### config.mk
export PLATFORM = sky130hd
export DESIGN_NAME = fetch_unit
export DESIGN_NICKNAME = d
export VERILOG_FILES = /design/src/rtl/fetch_unit.sv
export SDC_FILE = /design/constraint.sdc
export NUM_CORES = 1
export LEC_CHECK = 0
export CAP_MARGIN = 20
export CORE_MARGIN = 4
export CORE_UTILIZATION = 25
export DETAILED_ROUTE_END_ITERATION = 10
export PLACE_DENSITY = 0.49
export SETUP_SLACK_MARGIN = 0.05
export SYNTH_ARGS = -nofsm -noshare
export SYNTH_HDL_FRONTEND = slang
export SYNTH_SLANG_ARGS = --single-unit
### constraint.sdc
create_clock -name clk -period 6.9 [get_ports clk]
set_clock_uncertainty 0.1 [all_clocks]
set_input_delay 0.69 -clock clk [delete_from_list [all_inputs] [get_ports clk]]
set_output_delay 0.69 -clock clk [all_outputs]
set_load 0.005 [all_outputs]
### src/rtl/fetch_unit.sv
// Instruction fetch unit: requests one word at a time from instruction memory,
// holds it for the decoder, and computes the next PC on retirement.
module fetch_unit #(
    parameter logic [31:0] RESET_PC = 32'h0000_0000
) (
    input  logic        clk,
    input  logic        reset,
    output logic        imem_req,
    output logic [31:0] imem_addr,
    input  logic        imem_ready,
    input  logic [31:0] imem_rdata,
    output logic [31:0] instr,
    output logic        instr_valid,
    input  logic        instr_accept,
    input  logic [1:0]  pcsel,
    input  logic [31:0] jr_target,
    output logic [31:0] pc,
    output logic [31:0] pc_plus4,
    output logic        misalign
);

    typedef enum logic [1:0] {
        IDLE = 2'd0,
        REQ  = 2'd1,
        HOLD = 2'd2
    } state_t;

    state_t      state_q;
    logic [31:0] pc_q;
    logic [31:0] instr_q;
    logic        req_q;
    logic        valid_q;
    logic        misalign_q;

    logic [31:0] pc_plus4_w;
    logic [31:0] branch_off;
    logic [31:0] next_pc_d;

    assign pc_plus4_w = pc_q + 32'd4;
    assign branch_off = {{14{instr_q[15]}}, instr_q[15:0], 2'b00};

    always_comb begin
        // NOTE: assign a default before the case so every path drives next_pc_d and no latch is inferred.
        next_pc_d = pc_plus4_w;
        case (pcsel)
            2'b01:   next_pc_d = pc_plus4_w + branch_off;
            2'b10:   next_pc_d = {pc_plus4_w[31:28], instr_q[25:0], 2'b00};
            2'b11:   next_pc_d = {jr_target[31:2], 2'b00};
            default: next_pc_d = pc_plus4_w;
        endcase
    end

    always_ff @(posedge clk) begin
        // NOTE: sequential state uses non-blocking assignments so every register sees pre-edge values.
        if (reset) begin
            state_q    <= IDLE;
            pc_q       <= {RESET_PC[31:2], 2'b00};
            instr_q    <= 32'h0;
            req_q      <= 1'b0;
            valid_q    <= 1'b0;
            misalign_q <= 1'b0;
        end else begin
            misalign_q <= 1'b0;
            case (state_q)
                IDLE: begin
                    state_q <= REQ;
                    req_q   <= 1'b1;
                end
                REQ: begin
                    if (imem_ready) begin
                        instr_q <= imem_rdata;
                        state_q <= HOLD;
                        req_q   <= 1'b0;
                        valid_q <= 1'b1;
                    end
                end
                HOLD: begin
                    if (instr_accept) begin
                        pc_q       <= next_pc_d;
                        state_q    <= REQ;
                        req_q      <= 1'b1;
                        valid_q    <= 1'b0;
                        misalign_q <= (pcsel == 2'b11) && (jr_target[1:0] != 2'b00);
                    end
                end
                default: begin
                    state_q <= IDLE;
                    req_q   <= 1'b0;
                    valid_q <= 1'b0;
                end
            endcase
        end
    end

    assign imem_req    = req_q;
    assign imem_addr   = pc_q;
    assign instr       = instr_q;
    assign instr_valid = valid_q;
    assign pc          = pc_q;
    assign pc_plus4    = pc_plus4_w;
    assign misalign    = misalign_q;

endmodule

==> qor.yml <==
ctsHtreeMaxLevel: 3
rr_endpoint: "imem_addr[28]"
start_util_pct: 25.3
drt_iter0_drc: 463
rows: 55
ant_nets: 0
gp_congestion: 0.967
clockBufferDepth: 2
yosysSeqAreaShare_pct: 23.2
syn_area_mm2: 0.00570
grt_pass1_vias: 6129
status: "complete, no violations"
synth_edf_count: 0
cts_sinks: 66
firstDrtPassIters: 5
path_clk_slew_ns: 0.06
ys_ff_latch: 66
core_area_mm2: 0.0226
instances_no_fill: 1202
drv_cap: 0
final_common_cell: "clkdlybuf4s50_1"
path_cells: "nand4_1 > nor4_2 > and2_1 > nand4_1 > xnor2_1 > ha_1 > a21o_1 > o21bai_1 > a221oi_1 > o41ai_1 > nor2_1 > xnor2_1 > a221oi_1 > nor2_1"
p_sw_share_pct: 27.0
p_comb_share_pct: 18.9
holdPathEnd: "instr[28]"
cts_root_buffer: "clkbuf_16"
fin_util_pct: 35.3
internal-power_mw: 0.831
pwr-share-seq_pct: 36.5
die_h_um: 159
switchingPower_mw: 0.307
p_clk_share_pct: 44.6
postCtsHoldBufs: 0
finalHoldViolCount: 0
max_stage_delay_ns: 0.54
cp_max_fo: 9
wl_per_cell_um: 19.8
num_vias: 6131
hold_class: "reg -> reg"
dp_cells: 1186
fmax_ghz: 0.215
overflow: 0
layout_common_cells: "clkdlybuf4s50_1 (192), nand2_1 (118), a21oi_1 (88)"
via_per_inst: 5.10
hold_depth: 2
p_per_area_mw_per_mm2: 143
synthFlopType: "dfxtp_1"
placed_area_mm2: 0.00764
slew_violations: 0
insertion_delay_ns: 0.34
final_nets: 1017
power_leakage_nw: 3.06
postCtsSetupBuffers: 0
vdd_drop_max_mv: 0.106
ys_async_sr_fraction_pct: 0
die_x_um: 159
grt_start_max_net_pins: 38
cts_buffers: 9
slew_headroom_pct: 40.1
cts.repair.resized: 0
route.detailed.drc: 0
r2r_start: "imem_addr[11]"
synth.distinct_cells: 66
worst_slew_pin_slew_ns: 0.898
yosysWarnings: 0
cts_tree: "built"
setup-tns-final_ns: 0
design_area_mm2: 0.00796
fin_crit_ns: 4.64
worstPathRequired_ns: 7.02
cp_data_arrival_time_ns: 4.76
grt_pass1_wl_um: 36500
num_antenna_cells: 0
hp-start: "instr[28]"
fillers: 2437
rrSetupSlack_ns: 2.26
detailed_place_hpwl_um: 18600
area_growth_pct: 39.5
grt_setup_unrepaired: "no"
io_pins: 201
syn_area_per_cell_um2: 7.39
crit_type: "reg -> reg"
crit_path_end_kind: "register"
fin_crit_sh_pct: 67.3
routed_wl_um: 23800
drive_gt1_share_pct: 5.13
startpoint_type: "register"
power_mw: 1.14
grtUsageTotal_pct: 18.1
syn_inst: 772
crit_path_top_delay_cell: "xnor2_1"
antenna_found_initial: 0
die_area_mm2: 0.0253
setup_viol: 0
reg2regPathDepth: 14
portBuffers: 194
sequential cells by signal (all words and copies together), names as in the netlist:
name and count:
state_q 1, imem_addr 30, misalign 1, instr 32, imem_req 1, instr_valid 1
logic make-up (layout without fill, tap and decap cells):
logic type	after synthesis	after routing	synth area share, %
XOR/XNOR	48	48	7.37
AO/OA/AOI/OAI	206	206	22.7
buffers and inverters	97	237	8.84
other	1	6	0.0657
AND/OR/NAND/NOR	297	297	23.8
flip-flops	66	66	23.2
adder cells (fa/ha/maj)	35	35	7.81
multiplexers	22	22	6.27
per-stage QoR:
step / hold slack, ns / setup WS (ns)
6_report: 0.356 / 2.26
5_1_grt: 0.381 / 1.92
4_1_cts: 0.361 / 2.21
3_5_place_dp: 0.352 / 2.24
3_3_place_gp: 0.342 / 2.27
2_1_floorplan: 0.353 / 3.37
cell usage after synthesis, types with 17 or more instances:
cell	instances	area, um2
nor3_1	24	120
nand3_1	20	100
inv_1	18	67.6
buf_4	36	270
o21ai_0	26	130
nand2_1	118	443
xnor2_1	33	289
clkbuf_1	34	128
a21oi_1	88	440
nor2_1	75	282
dfxtp_1	66	1320
ha_1	34	425
a21o_1	17	128
layout make-up:
cell class | count | area (um2) | share of cell area [%]
Tap cell | 285 | 357 | 4.48
Sequential cell | 66 | 1320 | 16.6
Clock inverter | 5 | 77.6 | 0.975
Clock buffer | 11 | 243 | 3.05
Inverter | 20 | 75.1 | 0.943
Multi-Input combinational cell | 614 | 3900 | 49.0
Timing Repair Buffer | 201 | 1980 | 24.9
how the worst max path moves through the flow:
stage,slack (ns),from,end,depth (start not counted)
final,2.26,imem_addr[11],imem_addr[28],14
after global routing,1.92,imem_addr[11],imem_addr[28],14
after CTS,2.21,imem_addr[11],imem_addr[28],14
after detailed placement,2.24,imem_addr[11],imem_addr[28],14
after global placement,2.27,imem_addr[11],imem_addr[28],14
after floorplan,3.37,imem_addr[5],imem_addr[31],14
critical path, delay by kind of cell, from the launching register on:
kind,cells,cell delay [ns]
fa+ha+maj,1,0.40
simple gates,6,1.54
compound gates,5,1.31
xor+xnor,2,0.69
flops,1,0.48
power groups by stage:
stage | Combinational (mW) | Clock, mW | Sequential (mW)
2_1_floorplan | 0.109 | 0 | 0.418
3_3_place_gp | 0.217 | 0 | 0.423
3_5_place_dp | 0.216 | 0 | 0.423
4_1_cts | 0.217 | 0.521 | 0.415
5_1_grt | 0.235 | 0.531 | 0.418
6_report | 0.215 | 0.508 | 0.415
metal layers:
layer  share of wire, %  vias up  wire (um)  track usage, %
met5                  0        -          0               0
met4                1.8        0        419            5.40
met3                6.7       29       1590            4.32
met2                 46      223      10900            29.0
met1                 46     2888      10900            24.3
li1                   -     2991          -               -
No activity file was read; power rests on OpenSTA's default activity.
